<file path="config.mk">
export PLATFORM = sky130hd
export DESIGN_NAME = multicycle_ctrl_flat
export DESIGN_NICKNAME = d
export VERILOG_FILES = /design/src/rtl/multicycle_ctrl_if.sv /design/src/rtl/multicycle_ctrl.sv /design/src/flat_wrapper.sv
export SDC_FILE = /design/constraint.sdc
export NUM_CORES = 1
export LEC_CHECK = 0
export BUFFER_PORTS_ARGS = -buffer_cell sky130_fd_sc_hd__clkbuf_2
export CORE_ASPECT_RATIO = 0.7
export CORE_MARGIN = 2
export CORE_UTILIZATION = 45
export CTS_CLUSTER_DIAMETER = 50
export DETAILED_ROUTE_END_ITERATION = 10
export GPL_TIMING_DRIVEN = 0
export PLACE_DENSITY = 0.82
export SLEW_MARGIN = 20
export SYNTH_ARGS = -nofsm -noshare
export SYNTH_HDL_FRONTEND = slang
export SYNTH_SLANG_ARGS = --single-unit
</file>
<file path="constraint.sdc">
create_clock -name clock -period 2.47 [get_ports clock]
set_input_delay 0.247 -clock clock [delete_from_list [all_inputs] [get_ports clock]]
set_output_delay 0.247 -clock clock [all_outputs]
set_load 0.1 [all_outputs]
</file>
<file path="src/rtl/multicycle_ctrl_if.sv">
// multicycle_ctrl_if: sequencing inputs and control/status outputs of the multicycle controller.
interface multicycle_ctrl_if;
    logic        run;
    logic        step;
    logic [3:0]  opcode;
    logic [15:0] ctl_word;
    logic [3:0]  state;
    logic        halted;
    logic        illegal;
    logic [15:0] instr_count;
    modport master (output run, step, opcode, input ctl_word, state, halted, illegal, instr_count);
    modport slave (input run, step, opcode, output ctl_word, state, halted, illegal, instr_count);
endinterface

</file>
<file path="src/rtl/multicycle_ctrl.sv">
// multicycle_ctrl: Moore FSM sequencer emitting the datapath control word plus debug status.
// Define SINGLE_STEP_EN to execute exactly one instruction per step pulse instead of free-running.
module multicycle_ctrl (
    input  logic             clock,
    input  logic             reset_n,
    multicycle_ctrl_if.slave bus
);
    typedef enum logic [3:0] {
        FETCH = 4'd0, DECODE = 4'd1, MEMADDR = 4'd2, MEMREAD = 4'd3, MEMWB = 4'd4,
        MEMWRITE = 4'd5, EXEC = 4'd6, RWB = 4'd7, IEXEC = 4'd8, IWB = 4'd9,
        HALT = 4'd10, JUMP = 4'd12, BRANCH = 4'd13, IDLE = 4'd15
    } state_t;
    state_t      cur, nxt;
    logic        retire, bad_op, go, cont, is_store, ill;
    logic [15:0] cnt, cw;
`ifdef SINGLE_STEP_EN
    assign go   = bus.step;
    assign cont = 1'b0;
    logic unused_run;
    assign unused_run = bus.run;
`else
    assign go   = bus.run;
    assign cont = bus.run;
    logic unused_step;
    assign unused_step = bus.step;
`endif
    always_comb begin
        nxt    = cur;
        bad_op = 1'b0;
        retire = 1'b0;
        case (cur)
            IDLE:    nxt = go ? FETCH : IDLE;
            FETCH:   nxt = DECODE;
            DECODE:
                case (bus.opcode)
                    4'b0000, 4'b0001, 4'b0010, 4'b0011, 4'b0100: nxt = EXEC;
                    4'b0101:          nxt = IEXEC;
                    4'b1000, 4'b1001: nxt = MEMADDR;
                    4'b1100:          nxt = JUMP;
                    4'b1101:          nxt = BRANCH;
                    4'b1111: begin
                        nxt    = HALT;
                        retire = 1'b1;
                    end
                    default: begin
                        nxt    = FETCH;
                        bad_op = 1'b1;
                    end
                endcase
            MEMADDR: nxt = is_store ? MEMWRITE : MEMREAD;
            MEMREAD: nxt = MEMWB;
            EXEC:    nxt = RWB;
            IEXEC:   nxt = IWB;
            RWB, IWB, MEMWB, MEMWRITE, JUMP, BRANCH: begin
                nxt    = cont ? FETCH : IDLE;
                retire = 1'b1;
            end
            HALT:    nxt = HALT;
            default: nxt = IDLE;
        endcase
    end
    always_comb begin
        cw = 16'h0000;
        case (cur)
            FETCH:    cw = 16'h1888;
            DECODE:   cw = 16'h0018;
            MEMADDR:  cw = 16'h0014;
            MEMREAD:  cw = 16'h0480;
            MEMWB:    cw = 16'h0202;
            MEMWRITE: cw = 16'h0500;
            EXEC:     cw = 16'h0044;
            RWB:      cw = 16'h0003;
            IEXEC:    cw = 16'h0014;
            IWB:      cw = 16'h0002;
            JUMP:     cw = 16'h9000;
            BRANCH:   cw = 16'h6024;
            default:  cw = 16'h0000;
        endcase
    end
    // lw/sw split is latched in DECODE so the opcode is only looked at there
    always_ff @(posedge clock or negedge reset_n) begin
        if (!reset_n) begin
            cur      <= IDLE;
            ill      <= 1'b0;
            cnt      <= 16'h0000;
            is_store <= 1'b0;
        end else begin
            cur <= nxt;
            ill <= ill | bad_op;
            cnt <= cnt + 16'(retire);
            if (cur == DECODE) is_store <= bus.opcode[0];
        end
    end
    assign bus.ctl_word    = cw;
    assign bus.state       = cur;
    assign bus.halted      = (cur == HALT);
    assign bus.illegal     = ill;
    assign bus.instr_count = cnt;
endmodule

</file>
<file path="src/flat_wrapper.sv">
// flat-port wrapper written by rule: the top's interface ports become plain ports
module multicycle_ctrl_flat 
  (clock, reset_n, bus_run, bus_step, bus_opcode, bus_ctl_word, bus_state, bus_halted, bus_illegal, bus_instr_count);
  multicycle_ctrl_if bus_i ();
  input  logic clock;
  input  logic reset_n;
  input wire logic [$bits(bus_i.run)-1:0] bus_run;
  input wire logic [$bits(bus_i.step)-1:0] bus_step;
  input wire logic [$bits(bus_i.opcode)-1:0] bus_opcode;
  output wire logic [$bits(bus_i.ctl_word)-1:0] bus_ctl_word;
  output wire logic [$bits(bus_i.state)-1:0] bus_state;
  output wire logic [$bits(bus_i.halted)-1:0] bus_halted;
  output wire logic [$bits(bus_i.illegal)-1:0] bus_illegal;
  output wire logic [$bits(bus_i.instr_count)-1:0] bus_instr_count;
  assign bus_i.run = bus_run;
  assign bus_i.step = bus_step;
  assign bus_i.opcode = bus_opcode;
  assign bus_ctl_word = bus_i.ctl_word;
  assign bus_state = bus_i.state;
  assign bus_halted = bus_i.halted;
  assign bus_illegal = bus_i.illegal;
  assign bus_instr_count = bus_i.instr_count;
  multicycle_ctrl u_core (.clock(clock), .reset_n(reset_n), .bus(bus_i));
endmodule
</file>
==> out/metrics.yaml, run 1 <==
status: "finished, final reports clean"
multi_input_area_sq_um: 851
worstMarginPinSlew_ns: 0.592
grt_pass1_vias: 1261
synth_most_common_cell: "dfrtp_1"
max_freq_mhz: 420
wl_per_cell_um: 16.0
numCtsBuffers: 3
r2r_end: "u_core.bus.instr_count[13]$_DFF_PN0_"
startpoint_type: "flip-flop"
layout_min_cycle_time_ns: 2.38
regToRegStartpoint: "u_core.bus.state[2]$_DFF_PN1_"
yosys-top-cells-area: "dfrtp_1 33%, dfstp_2 7.7%, ha_1 7.4%"
synthCells: 142
clk_pin_slew_ns: 0.08
fin_cells: 229
fin_crit_sh: 0.963
synth-edff-count: 0
drc: 0
syn_avg_cell_area_sq_um: 9.56
cts-root-buf: "clkbuf_8"
hold_slack_ns: 0.278
synth_common_cells: "18 x dfrtp_1, 11 x nand2_1, 11 x nand3_1, 10 x nor2_1"
grt_pass1_wl_mm: 5.93
fin_skew_ns: 0.00449
fillCellCount: 238
ys_types: 38
tns_ns: 0
finalWorstSetupSlack_ns: 0.0913
dr.first_iter.drc_count: 98
postRouteAntennaNets: 0
die_w_um: 69.7
ys_warn_count: 0
htree_levels: 1
overflow: 0
slew_viol_final: 0
wirelength_mm: 3.67
cp.arrival_ns: 2.53
synth_seq_cells: 22
first_pass_iters: 4
clock_latency_ns: 0.27
startpoint: "u_core.bus.state[2]$_DFF_PN1_"
rows: 16
r2r_slack_ns: 0.09
crit_type: "flip-flop to flip-flop"
core_sq_um: 2840
hp-class: "primary input to flip-flop"
setup_viol: 0
hpwlAfterDp_mm: 2.52
seqCellArea_sq_um: 567
synth_fp_nets: 158
start_util: 0.478
grt_max_degree: 23
hold_viol_final: 0
crit_end: "u_core.bus.instr_count[13]$_DFF_PN0_"
yosysTopAreaCell: "dfrtp_1"
relSlewSlack: 0.602
syn_to_final_growth_pct: 37.9
dieArea_sq_um: 3480
via_per_inst: 5.61
num_vias: 1285
cts_tree: "done"
reg2reg_depth: 9
clockBufferDepth: 2
antennaDiodeCount: 0
ys.flop_type: "dfrtp_1"
drive_gt1_frac: 0.456
io_pins: 46
maxCapViolations: 0
yosysTopAreaCellShare: 0.332
worstPathRequired_ns: 2.62
setup.worst_path.end_class: "flip-flop"
async_flop_share: 1.00
fp.dieH_um: 50.0
preCtsSetupSlack_ns: -0.310
final_nets: 210
place_inst: 222
grtUsageTotal: 0.214
syn_area_sq_um: 1360
antenna_found_initial: 0
synth_sequential_area_ratio: 0.409
place_congestion: 0.847
portBuffers: 44
crit_fanout: 10
clock_sinks: 22
==> critical path, cell delays in order (launching register included) <==
cell	delay [ns]
dfstp_4	0.64
buf_4	0.18
buf_6	0.17
inv_2	0.09
o31ai_4	0.30
ha_4	0.19
nand3_2	0.14
nor3_4	0.24
nand3_1	0.15
xnor2_1	0.16
==> kinds of logic (layout without fill, tap and decap cells) <==
family	after synthesis	count (layout)	share of synthesized area
AOI/OAI and AO/OA	19	19	0.0931
xor gates and xnor gates	14	14	0.0903
adders and majority gates	9	9	0.0811
buffers and inverters	15	66	0.0590
DFF	22	22	0.409
muxes	3	3	0.0230
and+or+nand+nor	60	60	0.244
==> flip-flops by register name, summed over array words and instances, names as in the netlist <==
| register | flops |
|---|---|
| u_core.bus.instr_count | 16 |
| u_core.bus.state | 4 |
| u_core.bus.illegal | 1 |
| u_core.is_store | 1 |
==> per-stage QoR <==
step / area (sq um) / util
2_1_floorplan: 1430 / -
3_3_place_gp: 1690 / 0.596
3_5_place_dp: 1690 / 0.596
4_1_cts: 1820 / 0.640
5_1_grt: 1870 / 0.658
6_report: 1870 / 0.658
==> routing by layer <==
metal  routed length, um  track usage
met5                   0            0
met4                  81        0.106
met3                 228       0.0307
met2                1770        0.349
met1                1590        0.282
==> layout make-up <==
class,instances,area share
clock inverter,1,0.0160
tap,36,0.0241
multi-input combinational,105,0.455
inverter,7,0.0140
timing repair buffer,47,0.131
buffer,8,0.0354
sequential,22,0.303
clock buffer,3,0.0221
==> placed cells by master (no fill, tap or decap), types with 2 or more instances in the layout <==
master / count
mux2i_1: 2
xor2_1: 6
dfstp_4: 3
o31ai_4: 2
nand2b_1: 3
buf_2: 3
ha_4: 2
nor2_2: 2
clkbuf_2: 43
buf_6: 3
o31ai_1: 2
a21oi_1: 4
nand3_1: 11
buf_4: 5
o21ai_0: 3
nor2_1: 8
nor3_4: 2
and3_1: 7
nor3_2: 4
nand4_1: 2
inv_2: 2
ha_1: 5
nand2_1: 10
inv_1: 5
clkbuf_8: 3
xnor2_1: 8
dfrtp_1: 18
==> worst min-delay path by stage <==
stage	from	to	slack, ns	depth (start not counted)
after global routing	bus_run	u_core.bus.state[2]$_DFF_PN1_	0.27	3
after global placement	reset_n	u_core.bus.instr_count[8]$_DFF_PN0_	0.24	1
final	bus_run	u_core.bus.state[2]$_DFF_PN1_	0.28	3
after floorplan	reset_n	u_core.bus.illegal$_DFF_PN0_	-0.05	0
after detailed placement	reset_n	u_core.bus.instr_count[6]$_DFF_PN0_	0.25	1
after CTS	bus_run	u_core.bus.state[2]$_DFF_PN1_	0.25	3
==> repair_timing <==
action | in CTS | in global routing
setup buffers | 1 | 1
resized for setup | 10 | 8
hold buffers | 1 | 0
endpoints found under the hold margin | 18 | 0
setup endpoints to repair | 10 | 8
pin swaps | 2 | 4
Power of run 1 is not shown: default switching activity piles up to over one toggle a cycle in this logic, so the estimate is an artifact.
==> run 2, diff against run 1 <==
REMOVE_ABC_BUFFERS = 1   (was unset)
==> run 2 against run 1 <==
  * Sequential cell count is the same
  * Maximum frequency shrank 0.68%
  * Register-to-register slack lost 0.02 ns
  * Largest cell class unchanged
==> out/metrics.yaml, run 2 (synthesis gave the netlist of run 1 again) <==
status: "finished, final reports clean"
wl_per_cell_um: 13.7
layout_common_cells: "44 x clkbuf_2, 18 x dfrtp_1, 11 x nand3_1, 11 x nand2_1, 10 x nor2_1"
grtUsageTotal: 0.176
overflow: 0
worstPathRequired_ns: 2.61
relSlewSlack: 0.638
fp.dieH_um: 50.0
cp.arrival_ns: 2.54
final_nets: 204
dr.first_iter.drc_count: 91
htree_levels: 1
hpwlAfterDp_mm: 2.20
clock_latency_ns: 0.26
die_w_um: 69.7
rsz0062_at_grt: "true"
syn_to_final_growth_pct: 26.6
fin_util: 0.605
crit_type: "flip-flop to flip-flop"
setup.worst_path.end_class: "flip-flop"
fillCellCount: 259
hold_viol_final: 0
dieArea_sq_um: 3480
clk_pin_slew_ns: 0.07
crit_fanout: 5
hp-class: "primary input to flip-flop"
core_sq_um: 2840
io_pins: 46
antenna_found_initial: 0
grt_max_degree: 23
clockBufferDepth: 2
postRouteAntennaNets: 0
grt_pass1_wl_mm: 4.81
wirelength_mm: 3.06
portBuffers: 44
worstMarginPinSlew_ns: 0.545
largest_reg_flops: 16
numCtsBuffers: 3
startpoint_type: "flip-flop"
via_per_inst: 5.41
max_freq_mhz: 418
start_util: 0.478
layout_min_cycle_time_ns: 2.39
fin_skew_ns: 0.00430
fin_crit_sh: 0.970
place_congestion: 0.915
antennaDiodeCount: 0
cts-root-buf: "clkbuf_8"
cts_tree: "done"
grt_pass1_vias: 1027
tns_ns: 0
setup_viol: 0
maxCapViolations: 0
first_pass_iters: 4
mostFrequentLayoutCell: "clkbuf_2"
drc: 0
reg2reg_depth: 10
num_vias: 1206
clock_sinks: 22
slew_viol_final: 0
hold_depth: 3
rows: 16
drive_gt1_frac: 0.374
-- run 2: changes by cell type in the layout (fill, tap and decap cells not counted), moves of 2 or more --
cell / delta
o31ai_4: -2
nor3_1: +3
nor2_1: +2
o31ai_1: +2
buf_2: -3
nor3_2: -2
buf_6: -3
nor2_2: -2
-- run 2: final timing paths --
check,from,end,slack (ns)
worst max-delay path,u_core.bus.state[0]$_DFF_PN1_,u_core.bus.instr_count[8]$_DFF_PN0_,0.08
worst min-delay path,bus_run,u_core.bus.state[2]$_DFF_PN1_,0.26
max in group asynchronous,reset_n,u_core.bus.state[3]$_DFF_PN1_,1.60
worst max register to register,u_core.bus.state[0]$_DFF_PN1_,u_core.bus.instr_count[8]$_DFF_PN0_,0.08
min in group asynchronous,reset_n,u_core.bus.instr_count[6]$_DFF_PN0_,0.50
worst min register to register,u_core.bus.illegal$_DFF_PN0_,u_core.bus.illegal$_DFF_PN0_,0.47
-- run 2: area by class of cell --
cell class,instances,area (sq um),area share
clock buffer,4,45.0,0.0262
tap,36,45.0,0.0262
inverter,7,26.3,0.0153
timing repair buffer,49,260,0.151
sequential,22,563,0.328
multi-input combinational,105,779,0.453
-- run 2: critical path: stages, from the launching register on --
cell and delay, ns:
dfstp_2 0.62, inv_1 0.13, ha_1 0.27, nor3_2 0.19
o31ai_1 0.09, ha_1 0.22, ha_1 0.24, nand2_1 0.12
nor2_1 0.07, and3_1 0.18, xor2_1 0.14
-- run 2: layer usage --
metal	track usage	vias up	routed length (um)
li1	-	590	-
met1	0.276	581	1490
met2	0.237	33	1390
met3	0.0450	2	151
met4	0.0449	0	20
met5	0	-	0
-- run 2: per-stage QoR --
step	area [sq um]	cells	hold slack, ns	setup slack, ns
final	1720	223	0.263	0.0751
after detailed placement	1570	214	0.247	-0.236
after global routing	1720	223	0.279	-0.0621
after CTS	1640	219	0.256	0.0167
after floorplan	1300	134	-0.0486	-1.57
after global placement	1570	214	0.250	-0.168
-- run 2: timing repair --
item / 4_1_cts / 5_1_grt
hold buffers: 1 / 0
setup buffers: 0 / 4
pin swaps: 0 / 1
endpoints found under the setup margin: 5 / 5
endpoints found under the hold margin: 18 / 0
resized for setup: 3 / 9
Power of run 2 is left out for the same reason.
==> run 3, diff against run 2 <==
RECOVER_POWER = 50   (was unset)
SLEW_MARGIN = unset   (was 20)
==> run 3 against run 2 <==
  * Die area unchanged
  * Largest cell class unchanged
  * Clock skew is essentially flat
  * Register-to-register slack hardly changed
  * Clock-buffer cell count unchanged
  * Worst hold slack about the same
  * First-iteration DRC count shrank 1.1%
  * Core utilization decreased by 0.57 points
  * Via count decreased by 0.66%
  * Cell count is the same
  * Worst setup slack worse by 0.0055 ns
  * Global-route usage stayed put
  * Non-clock buffer count unchanged
==> out/metrics.yaml, run 3 (synthesis gave the netlist of run 1 again) <==
slew_viol_final: 0
drc: 0
largest_reg_flops: 16
whs_endpoint: "u_core.bus.state[2]$_DFF_PN1_"
antenna_found_initial: 0
place_congestion: 0.915
relSlewSlack: 0.224
fin_crit_sh: 0.972
r2r_slack_ns: 0.07
clockBufferDepth: 2
crit_buf_inv: 1
die_w_um: 69.7
fillCellCount: 266
slowest_delay_ns: 0.62
antennaDiodeCount: 0
final_nets: 204
crit_fanout: 5
grt_max_degree: 23
crit_family: "adder cells"
worstMarginPinSlew_ns: 1.17
core_sq_um: 2840
crit_slowest_cell: "dfstp_2"
r2r_end: "u_core.bus.instr_count[8]$_DFF_PN0_"
startpoint_type: "flip-flop"
multi_input_area_sq_um: 779
mostFrequentLayoutCell: "clkbuf_2"
syn_to_final_growth_pct: 25.4
rows: 16
tns_ns: 0
fp.dieH_um: 50.0
fin_skew_ns: 0.00411
overflow: 0
wl_per_cell_um: 13.7
worstPathRequired_ns: 2.61
cp.arrival_ns: 2.54
critPathMostFrequentCell: "ha_1"
first_pass_iters: 4
grt_pass1_vias: 1027
clock_latency_ns: 0.26
numCtsBuffers: 3
setup_viol: 0
num_vias: 1198
layout_min_cycle_time_ns: 2.40
clock_sinks: 22
cts_tree: "done"
clk_pin_slew_ns: 0.07
grtUsageTotal: 0.176
io_pins: 46
layout_common_cells: "31 x clkbuf_2, 18 x dfrtp_1, 14 x clkbuf_1"
htree_levels: 1
setup.worst_path.end_class: "flip-flop"
reg2reg_depth: 10
cp_cell_sequence: "inv_1, ha_1, nor3_2, o31ai_1, ha_1, ha_1, nand2_1, nor2_1, and3_1, xor2_1"
hold_viol_final: 0
hold_depth: 3
crit_type: "flip-flop to flip-flop"
seqCellArea_sq_um: 563
dr.first_iter.drc_count: 90
status: "finished, final reports clean"
grt_pass1_wl_mm: 4.81
regToRegStartpoint: "u_core.bus.state[0]$_DFF_PN1_"
via_per_inst: 5.37
hp-start: "bus_run"
max_freq_mhz: 417
cts-root-buf: "clkbuf_8"
dieArea_sq_um: 3480
postRouteAntennaNets: 0
cp.depth: 10
rsz0062_at_grt: "true"
maxCapViolations: 0
drive_gt1_frac: 0.305
portBuffers: 44
hp-class: "primary input to flip-flop"
start_util: 0.478
wirelength_mm: 3.06
hpwlAfterDp_mm: 2.20
[run 3: cell counts in the layout (fill, tap and decap cells not counted)]
No cell type changed its count.
[run 3: per-layer routing]
layer / wire length, um / part of all wire / global-route usage / vias to the layer above
li1: - / - / - / 589
met1: 1510 / 0.49 / 0.276 / 574
met2: 1380 / 0.45 / 0.237 / 33
met3: 157 / 0.051 / 0.0450 / 2
met4: 20 / 0.0065 / 0.0449 / 0
met5: 0 / 0 / 0 / -
[run 3: repair_timing]
item                       4_1_cts  5_1_grt
hold buffers                     1        0
setup endpoints to repair        5        5
resized for setup                3        9
buffers inserted                 0        4
pin swaps                        0        1
hold endpoints to repair        18        0
[run 3: through the flow]
step	setup slack [ns]	instances	utilization	area (sq um)	hold slack (ns)
4_1_cts	0.0167	219	0.577	1640	0.256
2_1_floorplan	-1.57	134	-	1300	-0.0486
5_1_grt	-0.0621	223	0.599	1700	0.279
6_report	0.0696	223	0.599	1700	0.263
3_3_place_gp	-0.168	214	0.552	1570	0.250
3_5_place_dp	-0.236	214	0.552	1570	0.247
[run 3: worst max path at each step]
| stage | from | end | slack [ns] |
|---|---|---|---|
| 2_1_floorplan | u_core.bus.state[1]$_DFF_PN1_ | bus_ctl_word[12] | -1.57 |
| 3_3_place_gp | u_core.bus.state[1]$_DFF_PN1_ | u_core.bus.instr_count[8]$_DFF_PN0_ | -0.17 |
| 3_5_place_dp | u_core.bus.state[1]$_DFF_PN1_ | u_core.bus.instr_count[8]$_DFF_PN0_ | -0.24 |
| 4_1_cts | u_core.bus.state[1]$_DFF_PN1_ | u_core.bus.instr_count[8]$_DFF_PN0_ | 0.02 |
| 5_1_grt | u_core.bus.state[0]$_DFF_PN1_ | u_core.bus.instr_count[8]$_DFF_PN0_ | -0.06 |
| 6_report | u_core.bus.state[0]$_DFF_PN1_ | u_core.bus.instr_count[8]$_DFF_PN0_ | 0.07 |
[run 3: worst reg2reg max path: cells and delay by family (launching register included)]
kind	cells	cell delay [ns]
buffers and inverters	1	0.13
AND/OR/NAND/NOR	4	0.56
XOR/XNOR	1	0.14
AO/OA/AOI/OAI	1	0.09
flip-flops	1	0.62
adder cells (fa/ha/maj)	3	0.73
[run 3: cell type report]
cell class | count | share of cell area
Multi-Input combinational cell | 105 | 0.458
Sequential cell | 22 | 0.331
Timing Repair Buffer | 49 | 0.143
Clock buffer | 4 | 0.0265
Tap cell | 36 | 0.0265
Inverter | 7 | 0.0154
Power of run 3 is left out for the same reason.
